$ cat src/rtl/ide_autoconfig_if.sv
// Zorro II bus signals exchanged between the CPU side and the IDE AutoConfig responder.
interface ide_autoconfig_if;
  logic [23:1] ADDR;
  logic [3:0]  DIN;
  logic        AS_n;
  logic        UDS_n;
  logic        RW;
  logic        CFGIN_n;
  logic        board_en;
  logic [3:0]  DOUT;
  logic        DOE;
  logic        CFGOUT_n;
  logic        ide_access;
  logic        configured;

  modport master (
    output ADDR, DIN, AS_n, UDS_n, RW, CFGIN_n, board_en,
    input  DOUT, DOE, CFGOUT_n, ide_access, configured
  );

  modport slave (
    input  ADDR, DIN, AS_n, UDS_n, RW, CFGIN_n, board_en,
    output DOUT, DOE, CFGOUT_n, ide_access, configured
  );
endinterface

$ cat src/rtl/ide_autoconfig.sv
// Zorro II AutoConfig responder for the IDE board: serves the config nibbles at $E80000,
// latches the assigned 64K base, then decodes ide_access and passes CFGOUT_n down the chain.
module ide_autoconfig #(
  parameter logic [15:0] MANUFACTURER = 16'd5194,
  parameter logic [7:0]  PRODUCT      = 8'd7,
  parameter logic [31:0] SERIAL       = 32'h0,
  parameter logic [15:0] ROM_VECTOR   = 16'h8000,
  parameter logic [2:0]  SIZE_CODE    = 3'b001
) (
  input  logic            CLK,
  input  logic            RESET,
  ide_autoconfig_if.slave bus
);

  typedef enum logic [1:0] {
    UNCONFIG   = 2'd0,
    CONFIGURED = 2'd1,
    SHUTUP     = 2'd2
  } state_t;

  localparam logic [7:0] ER_TYPE = {2'b11, 1'b0, 1'b1, 1'b0, SIZE_CODE};

  state_t     state_q, state_d;
  logic [7:0] base_q, base_d;
  logic [3:0] base_lo_q, base_lo_d;
  logic       wr_done_q, wr_done_d;
  logic       cfgout_n_q;
  logic       configured_q;

  logic [7:0] offset;
  logic       cfg_hit;
  logic       commit;
  logic       unused_addr;

  // Register bytes sit on 4-byte strides; A1 picks the high (0) or low (1) nibble.
  function automatic logic [3:0] cfg_nibble(input logic [7:1] a);
    logic [7:0] b;
    logic       inv;
    logic [3:0] nib;
    b   = 8'hFF;
    inv = 1'b0;
    case (a[7:2])
      6'h00: begin b = ER_TYPE;            inv = 1'b0; end
      6'h01: begin b = PRODUCT;            inv = 1'b1; end
      6'h02: begin b = 8'h00;              inv = 1'b1; end
      6'h04: begin b = MANUFACTURER[15:8]; inv = 1'b1; end
      6'h05: begin b = MANUFACTURER[7:0];  inv = 1'b1; end
      6'h06: begin b = SERIAL[31:24];      inv = 1'b1; end
      6'h07: begin b = SERIAL[23:16];      inv = 1'b1; end
      6'h08: begin b = SERIAL[15:8];       inv = 1'b1; end
      6'h09: begin b = SERIAL[7:0];        inv = 1'b1; end
      6'h0A: begin b = ROM_VECTOR[15:8];   inv = 1'b1; end
      6'h0B: begin b = ROM_VECTOR[7:0];    inv = 1'b1; end
      6'h10: begin b = 8'h00;              inv = 1'b0; end
      default: begin b = 8'hFF;            inv = 1'b0; end
    endcase
    nib = a[1] ? b[3:0] : b[7:4];
    return inv ? ~nib : nib;
  endfunction

  assign offset      = {bus.ADDR[7:1], 1'b0};
  assign unused_addr = ^bus.ADDR[15:8];

  assign cfg_hit = (state_q == UNCONFIG) && !bus.CFGIN_n &&
                   (bus.ADDR[23:16] == 8'hE8) && !bus.AS_n;
  assign commit  = cfg_hit && !bus.RW && !bus.UDS_n && !wr_done_q;

  always_comb begin
    state_d   = state_q;
    base_d    = base_q;
    base_lo_d = base_lo_q;
    wr_done_d = wr_done_q;

    if (bus.AS_n) begin
      wr_done_d = 1'b0;
    end

    // One commit per bus cycle; wr_done blocks repeats while AS_n stays low.
    if (commit) begin
      wr_done_d = 1'b1;
      case (offset)
        8'h4A: base_lo_d = bus.DIN;
        8'h48: begin
          base_d  = {bus.DIN, base_lo_q};
          state_d = CONFIGURED;
        end
        8'h4C: state_d = SHUTUP;
        default: ;
      endcase
    end

    // A disabled board drops out of the chain as soon as it is its turn.
    if ((state_q == UNCONFIG) && !bus.CFGIN_n && !bus.board_en) begin
      state_d = SHUTUP;
    end
  end

  always_ff @(posedge CLK) begin
    if (RESET) begin
      state_q      <= UNCONFIG;
      base_q       <= 8'h00;
      base_lo_q    <= 4'h0;
      wr_done_q    <= 1'b0;
      cfgout_n_q   <= 1'b1;
      configured_q <= 1'b0;
    end else begin
      state_q      <= state_d;
      base_q       <= base_d;
      base_lo_q    <= base_lo_d;
      wr_done_q    <= wr_done_d;
      cfgout_n_q   <= (state_d == UNCONFIG);
      configured_q <= (state_d == CONFIGURED);
    end
  end

  assign bus.DOE        = cfg_hit && bus.RW;
  assign bus.DOUT       = (cfg_hit && bus.RW) ? cfg_nibble(bus.ADDR[7:1]) : 4'hF;
  assign bus.CFGOUT_n   = cfgout_n_q;
  assign bus.configured = configured_q;
  assign bus.ide_access = configured_q && (bus.ADDR[23:16] == base_q) && !bus.AS_n;

endmodule

$ cat src/flat_wrapper.sv
// flat-port wrapper written by rule: the top's interface ports become plain ports
module ide_autoconfig_flat 
#(
  parameter logic [15:0] MANUFACTURER = 16'd5194,
  parameter logic [7:0]  PRODUCT      = 8'd7,
  parameter logic [31:0] SERIAL       = 32'h0,
  parameter logic [15:0] ROM_VECTOR   = 16'h8000,
  parameter logic [2:0]  SIZE_CODE    = 3'b001
)
  (CLK, RESET, bus_ADDR, bus_DIN, bus_AS_n, bus_UDS_n, bus_RW, bus_CFGIN_n, bus_board_en, bus_DOUT, bus_DOE, bus_CFGOUT_n, bus_ide_access, bus_configured);
  ide_autoconfig_if bus_i ();
  input  logic CLK;
  input  logic RESET;
  input wire logic [$bits(bus_i.ADDR)-1:0] bus_ADDR;
  input wire logic [$bits(bus_i.DIN)-1:0] bus_DIN;
  input wire logic [$bits(bus_i.AS_n)-1:0] bus_AS_n;
  input wire logic [$bits(bus_i.UDS_n)-1:0] bus_UDS_n;
  input wire logic [$bits(bus_i.RW)-1:0] bus_RW;
  input wire logic [$bits(bus_i.CFGIN_n)-1:0] bus_CFGIN_n;
  input wire logic [$bits(bus_i.board_en)-1:0] bus_board_en;
  output wire logic [$bits(bus_i.DOUT)-1:0] bus_DOUT;
  output wire logic [$bits(bus_i.DOE)-1:0] bus_DOE;
  output wire logic [$bits(bus_i.CFGOUT_n)-1:0] bus_CFGOUT_n;
  output wire logic [$bits(bus_i.ide_access)-1:0] bus_ide_access;
  output wire logic [$bits(bus_i.configured)-1:0] bus_configured;
  assign bus_i.ADDR = bus_ADDR;
  assign bus_i.DIN = bus_DIN;
  assign bus_i.AS_n = bus_AS_n;
  assign bus_i.UDS_n = bus_UDS_n;
  assign bus_i.RW = bus_RW;
  assign bus_i.CFGIN_n = bus_CFGIN_n;
  assign bus_i.board_en = bus_board_en;
  assign bus_DOUT = bus_i.DOUT;
  assign bus_DOE = bus_i.DOE;
  assign bus_CFGOUT_n = bus_i.CFGOUT_n;
  assign bus_ide_access = bus_i.ide_access;
  assign bus_configured = bus_i.configured;
  ide_autoconfig #(.MANUFACTURER(MANUFACTURER), .PRODUCT(PRODUCT), .SERIAL(SERIAL), .ROM_VECTOR(ROM_VECTOR), .SIZE_CODE(SIZE_CODE)) u_core (.CLK(CLK), .RESET(RESET), .bus(bus_i));
endmodule
$ cat config.mk
export PLATFORM = sky130hd
export DESIGN_NAME = ide_autoconfig_flat
export DESIGN_NICKNAME = d
export VERILOG_FILES = /design/src/rtl/ide_autoconfig_if.sv /design/src/rtl/ide_autoconfig.sv /design/src/flat_wrapper.sv
export SDC_FILE = /design/constraint.sdc
export NUM_CORES = 1
export LEC_CHECK = 0
export CORE_AREA = 2 2 52 54
export CTS_BUF_LIST = sky130_fd_sc_hd__clkbuf_2 sky130_fd_sc_hd__clkbuf_4 sky130_fd_sc_hd__clkbuf_8
export CTS_CLUSTER_DIAMETER = 80
export DETAILED_ROUTE_END_ITERATION = 6
export DIE_AREA = 0 0 54 56
export PLACE_DENSITY = 0.9
export SYNTH_ARGS = -nofsm -noshare
export SYNTH_HDL_FRONTEND = slang
export SYNTH_SLANG_ARGS = --single-unit
$ cat constraint.sdc
create_clock -name CLK -period 3.5 [get_ports CLK]
set_input_delay 0.35 -clock CLK [delete_from_list [all_inputs] [get_ports CLK]]
set_output_delay 0.35 -clock CLK [all_outputs]
set_load 0.05 [all_outputs]
Word level (Yosys, flattened, before mapping)
Memory sizes are Yosys's and may differ from the RTL's.
Index checks and enable logic that the tools add are counted.
Storage, ports and cells
  register bits: 17
  bits in read-only memories: 288
  input bits: 34
  output and inout bits: 8
  memories kept: 1
Cells by class
  equality and inequality tests: 6
  mux-type cells: 9
  bitwise operators: 1
  reductions and logical operators: 21
Memory list
  (no name shown): depth 32, bits a word 9, rd ports 1, clocked after Yosys merged registers in 0, write ports 0, line ide_autoconfig.sv:42  | case (a[7:2])
Operators with widths (number)
  7-bit by 6-bit equality test with 1-bit output, second input constant: 3
  4-bit 2-to-1 mux: 3
  1-bit logical AND: 10
  9-bit 2-to-1 mux: 1
  8-bit equality test: 1
  8-bit equality test, second input constant: 1
  1-bit logical NOT: 6
  2-bit logical NOT: 2
  2-bit 2-to-1 mux: 2
  4-bit NOT: 1
  2-bit one-hot mux with 2 select lines: 1
  2-bit AND reduction: 2
  2-bit by 1-bit equality test with 1-bit output, second input constant: 1
  1-bit 2-to-1 mux: 2
  2-bit nonzero test: 1

Logic depth before layout (Yosys ltp)
Gate-level depths: netlist of the first run.
  depth in word-level cells: 10
  depth in mapped cells: 7
  mapped depth without buffers: 7

Worst setup path before layout of the first run
OpenSTA, ideal clock, no wires.
  path type: input -> output
  start point: input port bus_ADDR[1]
  end point: output port bus_DOUT[0]
  arrival time: 2563 ps
  data required time: 3150 ps
  setup slack: 587 ps
  cell stages on the path: 7
  path buffers: 0
  cells stage by stage: inv_1 -> ha_1 -> nor3_1 -> nor3_1 -> a211o_1 -> and3_1 -> o21ai_0
Between the ends
  word-level cells in the longest chain between the ends: 6
Ends and longest elaborated chain
  from (decl): line flat_wrapper.sv:14  | input wire logic [$bits(bus_i.ADDR)-1:0] bus_ADDR;
  memory 32 x 9 bit (*)
  9-bit 2-to-1 mux (*): line ide_autoconfig.sv:42
  4-bit 2-to-1 mux: line ide_autoconfig.sv:57  | nib = a[1] ? b[3:0] : b[7:4];
  4-bit NOT: line ide_autoconfig.sv:58  | return inv ? ~nib : nib;
  4-bit 2-to-1 mux (*): line ide_autoconfig.sv:58
  4-bit 2-to-1 mux (*): line ide_autoconfig.sv:117  | assign bus.DOUT = (cfg_hit && bus.RW) ? cfg_nibble(bus.ADDR[7:1]) : 4'hF;
  to (decl): line flat_wrapper.sv:21  | output wire logic [$bits(bus_i.DOUT)-1:0] bus_DOUT;
Mark *: on every way between the ends. The rest lies on a longest branch, timed or not.

Final worst setup path of the first run
  start point: input port bus_ADDR[2]
  end point: output port bus_DOUT[0]
Same word-level chain as after synthesis.

==> results of run 1 <==
## per-stage QoR
step	util, %	total power [mW]	setup slack [ps]	hold slack, ps	cells
2_1_floorplan	-	0.243	587	448	119
3_3_place_gp	60.3	0.282	515	464	177
3_5_place_dp	60.3	0.286	452	465	177
4_1_cts	61.6	0.394	442	479	181
5_1_grt	61.6	0.410	344	493	181
6_report	61.6	0.390	454	477	181
## synthesized netlist by cell type, types with 2 or more instances
library cell  number  share of area [%]
dfxtp_1           17                 30
inv_1              3                1.0
nor4_2             2                2.2
nand2_1            3                1.0
buf_4              2                1.3
xor2_1             8                6.3
nor2_2             2                1.1
nor2_1            14                4.7
nor3_1             7                3.1
a21oi_1            6                2.7
o21a_1             3                2.0
buf_6              2                2.0
nor4_1             3                1.7
mux2i_1           12                 11
o21ai_0            4                1.8
clkbuf_1           2               0.67
xnor2_1            3                2.3
ha_1               4                4.5
## flip-flops by register name, indices dropped and copies added (netlist names)
signal,count
u_core.base_q,8
u_core.state_q,2
u_core.wr_done_q,1
u_core.bus.CFGOUT_n,1
u_core.base_lo_q,4
u_core.bus.configured,1
## worst paths after layout
path | end | cells after the start
worst max-delay path | bus_DOUT[0] | 9
worst min-delay path | u_core.wr_done_q | 2
worst max register to register | u_core.base_q[0] | 6
worst min register to register | u_core.wr_done_q | 2
## worst max-delay path, delay by kind of cell
family / cells / cell delay, ps
adder cells (fa/ha/maj): 1 / 270
AO/OA/AOI/OAI: 2 / 580
buffers and inverters: 3 / 850
AND/OR/NAND/NOR: 3 / 630
## placed cells by master, fill, tap and decap left out, drive strengths merged, types with 2 or more instances in the layout
cell,n
nor3,7
ha,4
xor2,8
dfxtp,17
clkbuf,3
o311ai,2
buf,6
nand2,3
nor4,6
nor2,16
mux2i,12
o21ai,4
a21oi,6
xnor2,3
clkdlybuf4s50,29
inv,3
nand4,2
nor4b,2
o21a,3
## report_power, final
group          switching [mW]  internal, mW  leakage, nW
Clock                  0.0645        0.0435       0.0139
Sequential            0.00122         0.195        0.137
Combinational          0.0403        0.0451        0.397
## layer usage
layer / wire length [um] / GRT usage [%] / vias to the layer above
met3: 144 / 5.38 / 6
met5: 0 / 0 / -
met4: 57 / 5.36 / 0
met2: 1120 / 26.8 / 31
li1: - / - / 499
met1: 1100 / 22.1 / 448
## area by class of cell
cell class                      instances  area (sq um)
Clock inverter                          1          7.51
Fill cell                             184           935
Multi-Input combinational cell         92           718
Sequential cell                        17           340
Clock buffer                            3          22.5
Timing Repair Buffer                   35           360
Tap cell                               30          37.5
Inverter                                3          11.3
## cells by family after synthesis
logic type	after synthesis	synth area share, %
multiplexers	13	11.7
AO/OA/AOI/OAI	21	12.5
buffers and inverters	10	5.47
XOR/XNOR	11	8.60
flip-flops	17	30.4
adder cells (fa/ha/maj)	4	4.47
AND/OR/NAND/NOR	43	26.8
==> results.md, run 1 <==
- In this run the static leakage power is 0.548 nW.
- Among the stages of the critical path, the cell type that occurs most often is nor3_1.
- The largest fanout on the critical path is 4.
- When the netlist entered floorplanning its net count stood at 157.
- The net count of the finished layout is 190.
- The floorplan die area is 0.00302 sq mm.
- The width of the die is 54 um.
- The effective utilization at floorplan is 46.0%.
- The worst register-to-register path begins at u_core.state_q[1].
- Entering global routing, the biggest net connects 18 pins.
- The floorplan has 18 rows.
- During placement, the flow inserted port buffers numbering 33.
- The synthesized design contains 0 enable-type register cells.
- The setup path with the least slack is of type input port to output pin.
- Across the run, the number of max-cap violations was 0.
- The pre-antenna-repair detailed-routing pass consisted of 4 iterations.
- For this block, the initial DRC count from the detailed router was 13.
- The placement-stage cell area is 0.00147 sq mm.
- The global router's overall resource usage is 17.2%.
- The achievable frequency is 328 MHz.
- 0 antenna diodes ended up in the layout.
- For the worst setup path, the data required time is 3150 ps.
- Clock skew on the completed layout was measured at 2.71 ps.
- The critical path goes through clkdlybuf4s50_1 -> inv_1 -> ha_1 -> nor3_1 -> nor3_1 -> a211o_1 -> and3_1 -> o21ai_0 -> buf_12.
- The number of hold violations in the final report came to 0.
- The final global-route overflow total is 0.
- After layout, the worst path uses 87.0% of the clock period.
- Among all stages on the critical path, the largest delay is contributed by clkdlybuf4s50_1.
- The worst hold path startpoint is u_core.wr_done_q.
- The H-tree depth is 1.
- The CTS sink count is 17.
- Buffers inserted during clock tree synthesis total 3.
- The total count of max-transition violations in the final report was 0.
- The final instance area is 0.00150 sq mm.
- The initial antenna violation count is 0.
- For this run, the number of Yosys warnings is 0.
- The share of cells above drive strength 1 is 13.9%.
- The top-level I/O count is 42.
- After legalization and detailed placement, the total HPWL measured 1980 um.
- The type of the most critical hold path is flop to flop.
- The flow ran to the end, and the final reports show no timing, DRC or antenna violations.
- The cell count after synthesis came out at 119.
- The post-synthesis sequential element count is 17.
- At the end of routability-driven placement, the weighted congestion stood at 0.835.
- The post-detailed-route wirelength per cell is 13.4 um.
- The total routed wirelength is 2420 um.
- Dividing the detail-routed via count by the number of cells gives 5.44.
- The headroom to the max-slew limit is 59.3%.
- The final period demand of the worst path is 3050 ps.
- Setup violations remaining at the end of the flow were counted as 0.
- Summed over all failing endpoints, the final setup total negative slack is 0 ps.
- The post-cts sizing count is 0.
- The first global-routing pass estimated 3950 um of wire.
- The CTS root buffer is clkbuf_4.
- The mapped netlist covers 0.00112 sq mm.
- The overall die height is 56 um.
- For this design the ratio of total power to cell area is 260 mW/mm^2.
- A synthesized cell averages 9.41 sq um.
- The number of hold buffers added after CTS was 0.
- The transition time at the pin with the least slew margin is 609 ps.
- Setup repair after global routing left no endpoint under its margin.
- The worst setup path is launched from an input port.
- The number of library cell types mapped by synthesis is 40.
- The main flop type after synthesis is dfxtp_1.
- The largest stage delay on the critical path is 580 ps.
- The detailed router placed 984 vias in this run.
- After clock tree synthesis, the setup repair step added 0 buffers.
- Summing the sequential cell areas from Yosys gives 30.4% of the chip area.
- The longest clock path from root to sink contains 2 buffers.
- The total core area is 0.00243 sq mm.
- The via count of the first global-routing pass is 901.
- The signed area change from the synthesized netlist to the final layout is 33.7%.
- The maximum ir drop on the vdd rail is 0.261 mV.
- The later pin in the worst-skew pair is clocked with a latency of 290 ps.
- TritonCTS built the clock tree.
- The critical path launch point is bus_ADDR[2].
- After clock tree synthesis, the clock-pin slew on the worst setup and hold paths is 100 ps.
- In this run the remaining antenna-violating nets after routing total 0.
- Data arrives at the worst endpoint at 2700 ps.
- The fraction of registers with async set/reset is 0%.
- For this run, design rule violations remaining after detail routing come to 0.
- The internal reg-to-reg setup slack is 1740 ps.
- The worst setup path is captured at an output pin.
No activity file was read; power rests on OpenSTA's default activity.
==> run 2, diff against run 1 <==
--- a/config.mk
+++ b/config.mk
@@ -10,7 +10,9 @@
 export CTS_CLUSTER_DIAMETER = 80
 export DETAILED_ROUTE_END_ITERATION = 6
 export DIE_AREA = 0 0 54 56
-export PLACE_DENSITY = 0.9
+export DONT_BUFFER_PORTS = 1
+export PLACE_DENSITY = 0.68
+export REMOVE_ABC_BUFFERS = 1
 export SYNTH_ARGS = -nofsm -noshare
 export SYNTH_HDL_FRONTEND = slang
 export SYNTH_SLANG_ARGS = --single-unit
==> results.md, run 2 (synthesis results as in run 1) <==
- The amount of wire on met2 after detailed routing is 1150 um (+2.7%).
- The max-capacitance violation count is 0 (unchanged).
- The clock-pin slew reported for the worst setup and hold paths after clock tree synthesis is 90 ps (about the same).
- The number of buffers on the longest clock path was 2 (unchanged).
- The static leakage is 0.416 nW (-24%).
- Ranked by flip-flop count, first place goes to u_core.base_q.
- The required time at the worst-slack endpoint is 3150 ps (about the same).
- The area used by sequential logic in the layout is 340 sq um (unchanged).
- The worst hold slack across all endpoints was 117 ps (-360 ps).
- The floorplan row count is 18 (unchanged).
- The length of the first detailed-routing pass in iterations is 4 (unchanged).
- The floorplan die area is 0.00302 sq mm (unchanged).
- The headroom to the max-slew limit was 65.4% (+6.1 points).
- The highest metal layer with signal wires is met4.
- Setup repair after global routing left no endpoint under its margin.
- The placement-stage cell area came to 0.00114 sq mm (-23%).
- The number of input and output port buffers inserted came to 0 (-100%).
- The overall die height came to 56 um (unchanged).
- The most common cell after layout, fill and taps aside is dfxtp_1.
- The internal reg-to-reg setup slack was 1770 ps (+30 ps).
- The final instance area was 0.00117 sq mm (-22%).
- The number of flip-flops under the largest register name is 8 (unchanged).
- The share of the core filled with cells in the final layout was 47.9% (-14 points).
- The effective utilization at floorplan is 46.0% (unchanged).
- The remaining antenna violation count is 0 (unchanged).
- The final HPWL from detailed placement is 1870 um (-5.7%).
- The width of the die is 54 um (unchanged).
- The CTS sink count came to 17 (unchanged).
- The transition time at the pin with the least slew margin is 519 ps (-89.9 ps).
- The signed area change from the synthesized netlist to the final layout is 4.13%.
- The net count of the finished layout is 158 (-17%).
- The worst setup path is captured at an output pin.
- The post-detailed-route wirelength per cell is 15.4 um (+15%).
- The post-CTS repair timing setup buffer count is 0 (unchanged).
- TritonCTS built the clock tree.
- The total routed wirelength is 2300 um (-5.2%).
- The largest fanout on the critical path is 8 (+4).
- The flow ran to the end, and the final reports show no timing, DRC or antenna violations.
- The number of diodes added for antenna fixing is 0 (unchanged).
- The final period demand of the worst path is 2350 ps (-701 ps).
- The post-cts sizing count came to 0 (unchanged).
- The type of the worst setup path is input port to output pin.
- The setup total negative slack is 0 ps (unchanged).
- The total power is 0.346 mW (-11%).
- The H-tree depth is 1 (unchanged).
- The CTS root buffer is clkbuf_4.
- The wire length of the first global-routing pass is 3730 um (-5.4%).
- The final global-route overflow total is 0 (unchanged).
- The area occupied by multi-input gates is 724 sq um (+0.87%).
- The number of setup violations in the final report is 0 (unchanged).
- The areal power density over the cells was 297 mW/mm^2 (+14%).
- The arrival time of data at the critical path endpoint was 2000 ps (-700 ps).
- The achievable frequency is 426 MHz (+30%).
- The global router's overall resource usage is 16.4% (-0.81 points).
- The routed length on met3 is 172 um (+19%).
- The post-detailed-route DRC marker count is 0 (unchanged).
- The number of hold violations in the final report was 0 (unchanged).
- The total count of max-transition violations in the final report is 0 (unchanged).
- The vias after detailed routing is 879 (-11%).
- The TritonCTS buffer count came to 3 (unchanged).
- The startpoint type of the worst setup path is an input port.
- The worst clock skew is 3.60 ps (+0.885 ps).
- The top-level I/O count is 42 (unchanged).
- The number of buffers inserted for hold repair after clock tree synthesis is 0 (unchanged).
- The initial DRC count is 14 (+1).
- The period utilization is 67.0% (-20 points).
- The routed length on met1 was 942 um (-14%).
- The worst-skew pair later-pin latency is 290 ps (about the same).
- In the layout the commonest cells are dfxtp_1 (17), nor2_1 (14), mux2i_1 (12), xor2_1 (8), nor3_1 (7).
- The largest net degree at the start of global routing is 18 (unchanged).
- The type of the most critical hold path is input port to flop.
- The via count of the first global-routing pass is 885 (-1.8%).
- The initial antenna violation count is 0 (unchanged).
- The layout filler cell count came to 233 (+27%).
- The total core area is 0.00243 sq mm (unchanged).
- The largest registers in the layout are u_core.base_q (8), u_core.base_lo_q (4), u_core.state_q (2).
- The maximum ir drop on the vdd rail is 0.274 mV (+4.9%).
- The detail-routed via count per cell is 5.90 (+8.5%).
- The share of cells above drive strength 1 is 16.0% (+2.1 points).
- The final weighted congestion in routability-driven placement is 0.675 (-19%).
[run 2: cell count changes in the layout (fill, tap and decap cells not counted)]
| cell | change |
|---|---|
| clkinvlp_4 | -1 |
| o21ai_1 | +1 |
| nor4b_2 | +1 |
| o21ai_0 | -1 |
| clkbuf_4 | +1 |
| nor4b_1 | -1 |
| buf_4 | -1 |
| clkdlybuf4s50_1 | -29 |
| buf_12 | -2 |
[run 2: area by class of cell]
| cell class | count | share of cell area, % |
|---|---|---|
| Timing Repair Buffer | 3 | 1.93 |
| Multi-Input combinational cell | 92 | 62.1 |
| Tap cell | 30 | 3.22 |
| Clock buffer | 4 | 2.58 |
| Inverter | 3 | 0.966 |
| Sequential cell | 17 | 29.2 |
[run 2: worst paths after layout]
kind,startpoint,to,cells past startpoint
setup / recovery,bus_ADDR[1],bus_DOUT[3],7
setup reg to reg,u_core.state_q[1],u_core.base_lo_q[1],5
hold reg to reg,u_core.wr_done_q,u_core.wr_done_q,2
hold / removal,RESET,u_core.base_lo_q[0],1
[run 2: critical path, stage by stage]
cell	delay [ps]
inv_1	60
ha_1	160
or3b_1	350
a21oi_1	290
o311ai_0	220
xor2_1	180
nand2_1	380
[run 2: metrics by stage]
stage          setup WS [ps]  instances
2_1_floorplan            587        112
3_3_place_gp            1160        145
3_5_place_dp            1140        145
4_1_cts                 1140        149
5_1_grt                  972        149
6_report                1150        149
[run 2: power by group]
| group | internal (mW) | switching (mW) | total (mW) | leakage, nW |
|---|---|---|---|---|
| Combinational | 0.0194 | 0.0169 | 0.0363 | 0.260 |
| Clock | 0.0521 | 0.0590 | 0.111 | 0.0184 |
| Sequential | 0.195 | 0.00408 | 0.199 | 0.137 |
| Total | 0.266 | 0.0800 | 0.346 | 0.416 |
[run 2: per-layer routing]
layer / GRT usage, % / vias to the layer above
li1: - / 433
met1: 18.5 / 413
met2: 28.6 / 29
met3: 3.76 / 4
met4: 6.43 / 0
met5: 0 / -
